===== config.mk =====
export PLATFORM = sky130hd
export DESIGN_NAME = bist_prpg
export DESIGN_NICKNAME = d
export VERILOG_FILES = /design/src/rtl/bist_pkg.sv /design/src/rtl/prpg_lfsr.sv /design/src/rtl/bist_prpg.sv
export SDC_FILE = /design/constraint.sdc
export NUM_CORES = 1
export LEC_CHECK = 0
export ABC_AREA = 1
export BUFFER_PORTS_ARGS = -buffer_cell sky130_fd_sc_hd__buf_2
export CELL_PAD_IN_SITES_DETAIL_PLACEMENT = 2
export CELL_PAD_IN_SITES_GLOBAL_PLACEMENT = 2
export CORE_ASPECT_RATIO = 0.75
export CORE_MARGIN = 2
export CORE_UTILIZATION = 29
export CTS_CLUSTER_DIAMETER = 150
export CTS_CLUSTER_SIZE = 10
export DETAILED_ROUTE_END_ITERATION = 10
export GPL_ROUTABILITY_DRIVEN = 0
export PLACE_DENSITY_LB_ADDON = 0.1
export SLEW_MARGIN = 0
export SYNTH_ARGS = -nofsm -noshare
export SYNTH_HDL_FRONTEND = slang
export SYNTH_SLANG_ARGS = --single-unit
export TNS_END_PERCENT = 30

===== constraint.sdc =====
create_clock -name i_clk -period 2.3 [get_ports i_clk]
set_input_delay 0.23 -clock i_clk [delete_from_list [all_inputs] [get_ports i_clk]]
set_output_delay 0.23 -clock i_clk [all_outputs]
set_load 0.05 [all_outputs]

===== src/rtl/bist_pkg.sv =====
// Shared types and constants for the BIST pattern generator.
package bist_pkg;

  localparam int unsigned NUM_BITS_DEF = 54;
  localparam int unsigned CNT_BITS_DEF = 16;

  // XNOR feedback taps of the 54-bit maximal-length LFSR
  localparam int unsigned TAP_0 = 53;
  localparam int unsigned TAP_1 = 52;
  localparam int unsigned TAP_2 = 17;
  localparam int unsigned TAP_3 = 16;

  typedef enum logic [1:0] {
    IDLE = 2'd0,
    LOAD = 2'd1,
    RUN  = 2'd2,
    DONE = 2'd3
  } state_t;

endpackage


===== src/rtl/prpg_lfsr.sv =====
// Pattern register: seed load with lockup-state substitution and one XNOR-LFSR step per request.
module prpg_lfsr
  import bist_pkg::*;
#(
  parameter int unsigned NUM_BITS = NUM_BITS_DEF
) (
  input  logic                clk,
  input  logic                rst_n,
  input  logic                load,
  input  logic                step,
  input  logic [NUM_BITS-1:0] seed,
  output logic [NUM_BITS-1:0] data
);

  logic                fb_c;
  logic [NUM_BITS-1:0] seed_c;

  assign fb_c = ((data[TAP_0] ~^ data[TAP_1]) ~^ data[TAP_2]) ~^ data[TAP_3];

  // All-ones is the XNOR lockup state; it would never leave itself
  assign seed_c = (&seed) ? '0 : seed;

  always_ff @(posedge clk or negedge rst_n) begin
    if (!rst_n) begin
      data <= '0;
    end else if (load) begin
      data <= seed_c;
    end else if (step) begin
      data <= {data[NUM_BITS-2:0], fb_c};
    end
  end

endmodule


===== src/rtl/bist_prpg.sv =====
// BIST pseudo-random pattern generator: test sequencing, pattern counting and valid/ready handshake.
module bist_prpg
  import bist_pkg::*;
#(
  parameter int unsigned NUM_BITS = NUM_BITS_DEF,
  parameter int unsigned CNT_BITS = CNT_BITS_DEF
) (
  input  logic                i_clk,
  input  logic                i_rst_n,
  input  logic                i_start,
  input  logic                i_abort,
  input  logic [NUM_BITS-1:0] i_seed,
  input  logic [CNT_BITS-1:0] i_num_patterns,
  input  logic                i_ready,
  output logic                o_vld,
  output logic [NUM_BITS-1:0] o_data,
  output logic                o_first,
  output logic                o_busy,
  output logic                o_done,
  output logic [CNT_BITS-1:0] o_pattern_cnt
);

  state_t              state;
  logic [CNT_BITS-1:0] num;
  logic                load_c;
  logic                step_c;

  assign load_c = (state == IDLE) && i_start;
  // Abort wins over a coincident transfer, so the pattern is not consumed
  assign step_c = (state == RUN) && o_vld && i_ready && !i_abort;

  prpg_lfsr #(
    .NUM_BITS(NUM_BITS)
  ) u_lfsr (
    .clk  (i_clk),
    .rst_n(i_rst_n),
    .load (load_c),
    .step (step_c),
    .seed (i_seed),
    .data (o_data)
  );

  always_ff @(posedge i_clk or negedge i_rst_n) begin
    if (!i_rst_n) begin
      state         <= IDLE;
      num           <= '0;
      o_vld         <= 1'b0;
      o_first       <= 1'b0;
      o_busy        <= 1'b0;
      o_done        <= 1'b0;
      o_pattern_cnt <= '0;
    end else begin
      o_done <= 1'b0;
      case (state)
        IDLE: begin
          if (i_start) begin
            num           <= i_num_patterns;
            o_pattern_cnt <= '0;
            o_busy        <= 1'b1;
            state         <= LOAD;
          end
        end
        LOAD: begin
          if (i_abort) begin
            o_busy <= 1'b0;
            state  <= IDLE;
          end else if (num == '0) begin
            o_busy <= 1'b0;
            o_done <= 1'b1;
            state  <= DONE;
          end else begin
            o_vld   <= 1'b1;
            o_first <= 1'b1;
            state   <= RUN;
          end
        end
        RUN: begin
          if (i_abort) begin
            o_vld   <= 1'b0;
            o_first <= 1'b0;
            o_busy  <= 1'b0;
            state   <= IDLE;
          end else if (step_c) begin
            o_pattern_cnt <= o_pattern_cnt + CNT_BITS'(1);
            o_first       <= 1'b0;
            if (o_pattern_cnt == num - CNT_BITS'(1)) begin
              o_vld  <= 1'b0;
              o_busy <= 1'b0;
              o_done <= 1'b1;
              state  <= DONE;
            end
          end
        end
        DONE: begin
          state <= IDLE;
        end
        default: begin
          state <= IDLE;
        end
      endcase
    end
  end

endmodule


==> impl_metrics.py <==
metrics = {
    "critical_path": {
        "r2r_slack_ns": 0.06,
        "path_max_fanout": 5,
        "cp_top_family": "simple AND/OR/NAND/NOR gates",
        "r2r_end": "o_pattern_cnt[14]",
        "worstSetupStartpointType": "flop",
        "r2r-start": "state[0]",
        "crit_chain": "inv_1 -> ha_2 -> nand3_2 -> nor2_4 -> a21oi_2 -> nor2_4 -> nand2_1 -> inv_1 -> nand2_1 -> nor2_2 -> nand3_1 -> a211oi_1",
        "cp_slowest_stage_delay_ns": 0.41,
        "r2r_cells": 12,
        "worstPathArrival_ns": 2.48,
        "cp_slowest_cell": "dfrtp_1",
        "crit_path_end_kind": "flop",
        "crit_required_ns": 2.55,
        "path_buf_inv": 2,
        "critPathKind": "reg -> reg",
    },
    "clocking": {
        "root_buffer": "clkbuf_16",
        "clk_latency_ns": 0.35,
        "clk_pin_slew_worst_paths_ns": 0.07,
        "cts.sink_count": 92,
        "cts_tree": "yes",
        "cts_max_level": 3,
        "clk_path_buf_depth": 2,
        "cts_made_buffers": 9,
    },
    "die": {
        "start_util_pct": 29.76,
        "dieHeight_microns": 118.2,
        "boundaryPins": 149,
        "dieArea_sq_um": 18460,
        "core_sq_um": 16930,
        "placementRows": 41,
        "die_w_microns": 156.2,
    },
    "yosys": {
        "synth_cells": 667,
        "synth_edf_count": 0,
        "yosys.area.top_type_share_pct": 45.69,
        "synth_nets": 747,
        "ys_seq_elements": 92,
        "yosysTopAreaCell": "dfrtp_1",
        "synthArstFlopShare_pct": 100.0,
        "synth.area.top_cells": "dfrtp_1 (46%), nand2_1 (12%), o21ai_0 (9.3%), nor2_1 (5.3%), nand3_1 (5.1%)",
        "ys_seq_area_share_pct": 45.69,
        "synthSimpleGateAreaFrac_pct": 27.71,
        "synth.distinct_cells": 32,
        "synth_common_cells": "nand2_1 (160), o21ai_0 (94), dfrtp_1 (92)",
        "postSynthAreaPerCell_sq_um": 7.554,
        "synth-compound-area-share_pct": 17.06,
        "synthAdderAreaFrac_pct": 1.242,
        "synthMostInstantiatedCell": "nand2_1",
        "syn_area_sq_um": 5039,
        "synth-xor-area-share_pct": 2.086,
        "synth_top_family_by_area": "simple AND/OR/NAND/NOR gates",
        "synth-main-ff-cell": "dfrtp_1",
        "synthMuxAreaShare_pct": 0,
        "yosys_warnings": 0,
    },
    "layout": {
        "finalCoreUtilization_pct": 38.95,
        "synthToLayoutAreaGrowth_pct": 30.87,
        "final_layout_size_suffix_gt1_share_pct": 26.75,
        "fillers": 1993,
        "nets": 905,
    },
    "sta": {
        "finalSetupTns_ns": 0,
        "period_share_pct": 97.19,
        "slew_headroom_pct": 44.72,
        "rsz0062_at_grt": "yes",
        "worstMarginPinSlew_ns": 0.8283,
        "fin_skew_ns": 0.007507,
        "period_minus_slack_ns": 2.235,
        "slew_violations": 0,
        "fmax_ghz": 0.4474,
        "setup_viol": 0,
        "hold_violations": 0,
    },
    "placement": {
        "port_buffers": 148,
        "hpwl_microns": 14630,
    },
    "flow_run": {
        "maxCapViolations": 0,
    },
    "global_route": {
        "grt_pass1_vias": 5727,
        "grt_overflow_total": 0,
        "grt_pass1_wl_microns": 31560,
        "grt_max_degree": 46,
        "track_usage_pct": 21.74,
        "grt_antenna_before_repair": 3,
    },
    "min_path": {
        "min_path_cells": 3,
        "hold_path_class": "in -> reg",
        "hold_start": "i_num_patterns[4]",
        "hold_end": "num[4]",
    },
    "outcome": {
        "status": "finished clean",
    },
    "detailed_routing": {
        "vias": 5357,
        "vias_per_cell": 5.112,
        "drc": 0,
        "first_iter_violations": 220,
        "wl_per_cell_microns": 18.80,
        "firstDrtPassIters": 4,
        "totalWireLength_microns": 19700,
        "final_antenna_net_count": 0,
    },
    "power": {
        "p_per_area_nw_per_um2": 1510,
        "irDropWorstVdd_mv": 0.8106,
        "leakagePower_nw": 3.225,
    },
}
[worst max-delay path by stage]
stage / end / slack [ns] / from / cells past startpoint
2_1_floorplan: o_pattern_cnt[13] / 0.34 / state[0] / 13
3_3_place_gp: o_pattern_cnt[11] / 0.09 / state[0] / 11
3_5_place_dp: o_pattern_cnt[14] / -0.05 / state[0] / 12
4_1_cts: state[0] / 0.002 / num[3] / 12
5_1_grt: o_pattern_cnt[13] / -0.13 / state[0] / 13
6_report: o_pattern_cnt[14] / 0.06 / state[0] / 12
[through the flow]
step | instance area, sq um | hold slack (ns) | std cells | setup WS, ns | total power, mW
after CTS | 6450 | 0.06927 | 1037 | 0.002047 | 9.879
final | 6594 | 0.07749 | 1048 | 0.06464 | 9.959
after global placement | 6111 | 0.2968 | 1018 | 0.09490 | 7.952
after floorplan | 5039 | -0.06559 | 667 | 0.3447 | 6.439
after detailed placement | 6111 | 0.2982 | 1018 | -0.05477 | 8.132
after global routing | 6591 | 0.08956 | 1047 | -0.1318 | 10.70
[logic make-up (layout without fill, tap and decap cells)]
kind of cell / Yosys count / after routing
DFF: 92 / 92
AOI/OAI and AO/OA: 153 / 153
other: 0 / 3
and+or+nand+nor: 322 / 322
adders and majority gates: 5 / 5
xor gates and xnor gates: 12 / 12
buffers and inverters: 83 / 246
[worst min-delay path, delay by kind of cell]
| kind | cells | cell delay [ns] |
|---|---|---|
| buffers and inverters | 1 | 0.07 |
| and+or+nand+nor | 2 | 0.10 |
[registers in the layout (all words and copies together) (netlist names)]
signal / count
u_lfsr.data: 54
num: 16
o_pattern_cnt: 16
state: 2
o_busy: 1
o_done: 1
o_first: 1
o_vld: 1
[where the power goes]
group | switching, mW | internal, mW | total, mW
registers | 0.603 | 2.24 | 2.85
logic | 3.96 | 1.57 | 5.52
clock network | 0.682 | 0.907 | 1.59
total | 5.24 | 4.72 | 9.96
[area by class of cell]
type,count,area [sq um],area share [%]
flip-flops and latches,92,2306,34.97
diodes,3,7.507,0.1139
multi-input cells,492,2502,37.95
repair buffers,174,994.7,15.09
clock buffers,13,260.3,3.947
inverters,56,210.2,3.188
clock inverters,3,43.79,0.6641
well taps,215,269.0,4.080
[cells in the final DEF (no fill, tap or decap), drive strengths merged, types with 4 or more instances in the layout]
master,instances
inv,57
a22oi,31
nand4,13
buf,173
nand2,161
nor3,8
a21oi,22
clkbuf,13
xor2,7
ha,5
nand3,52
dfrtp,92
nor2,78
nor4,4
o21ai,94
xnor2,5
[timing repair]
action                     in CTS  in global routing
setup buffers                   2                  8
setup endpoints to repair       8                 25
hold endpoints to repair       43                  0
pin swaps                       1                  5
resized for setup               4                 23
hold buffers                    1                  0
[per-layer routing]
| layer | routed length (microns) | up-vias | GRT usage (%) |
|---|---|---|---|
| met2 | 8925 | 122 | 33.55 |
| met5 | 0 | - | 0 |
| met3 | 959 | 15 | 4.474 |
| li1 | - | 2547 | - |
| met4 | 191 | 0 | 4.989 |
| met1 | 9628 | 2673 | 31.29 |
(Power assumes the default switching activity.)
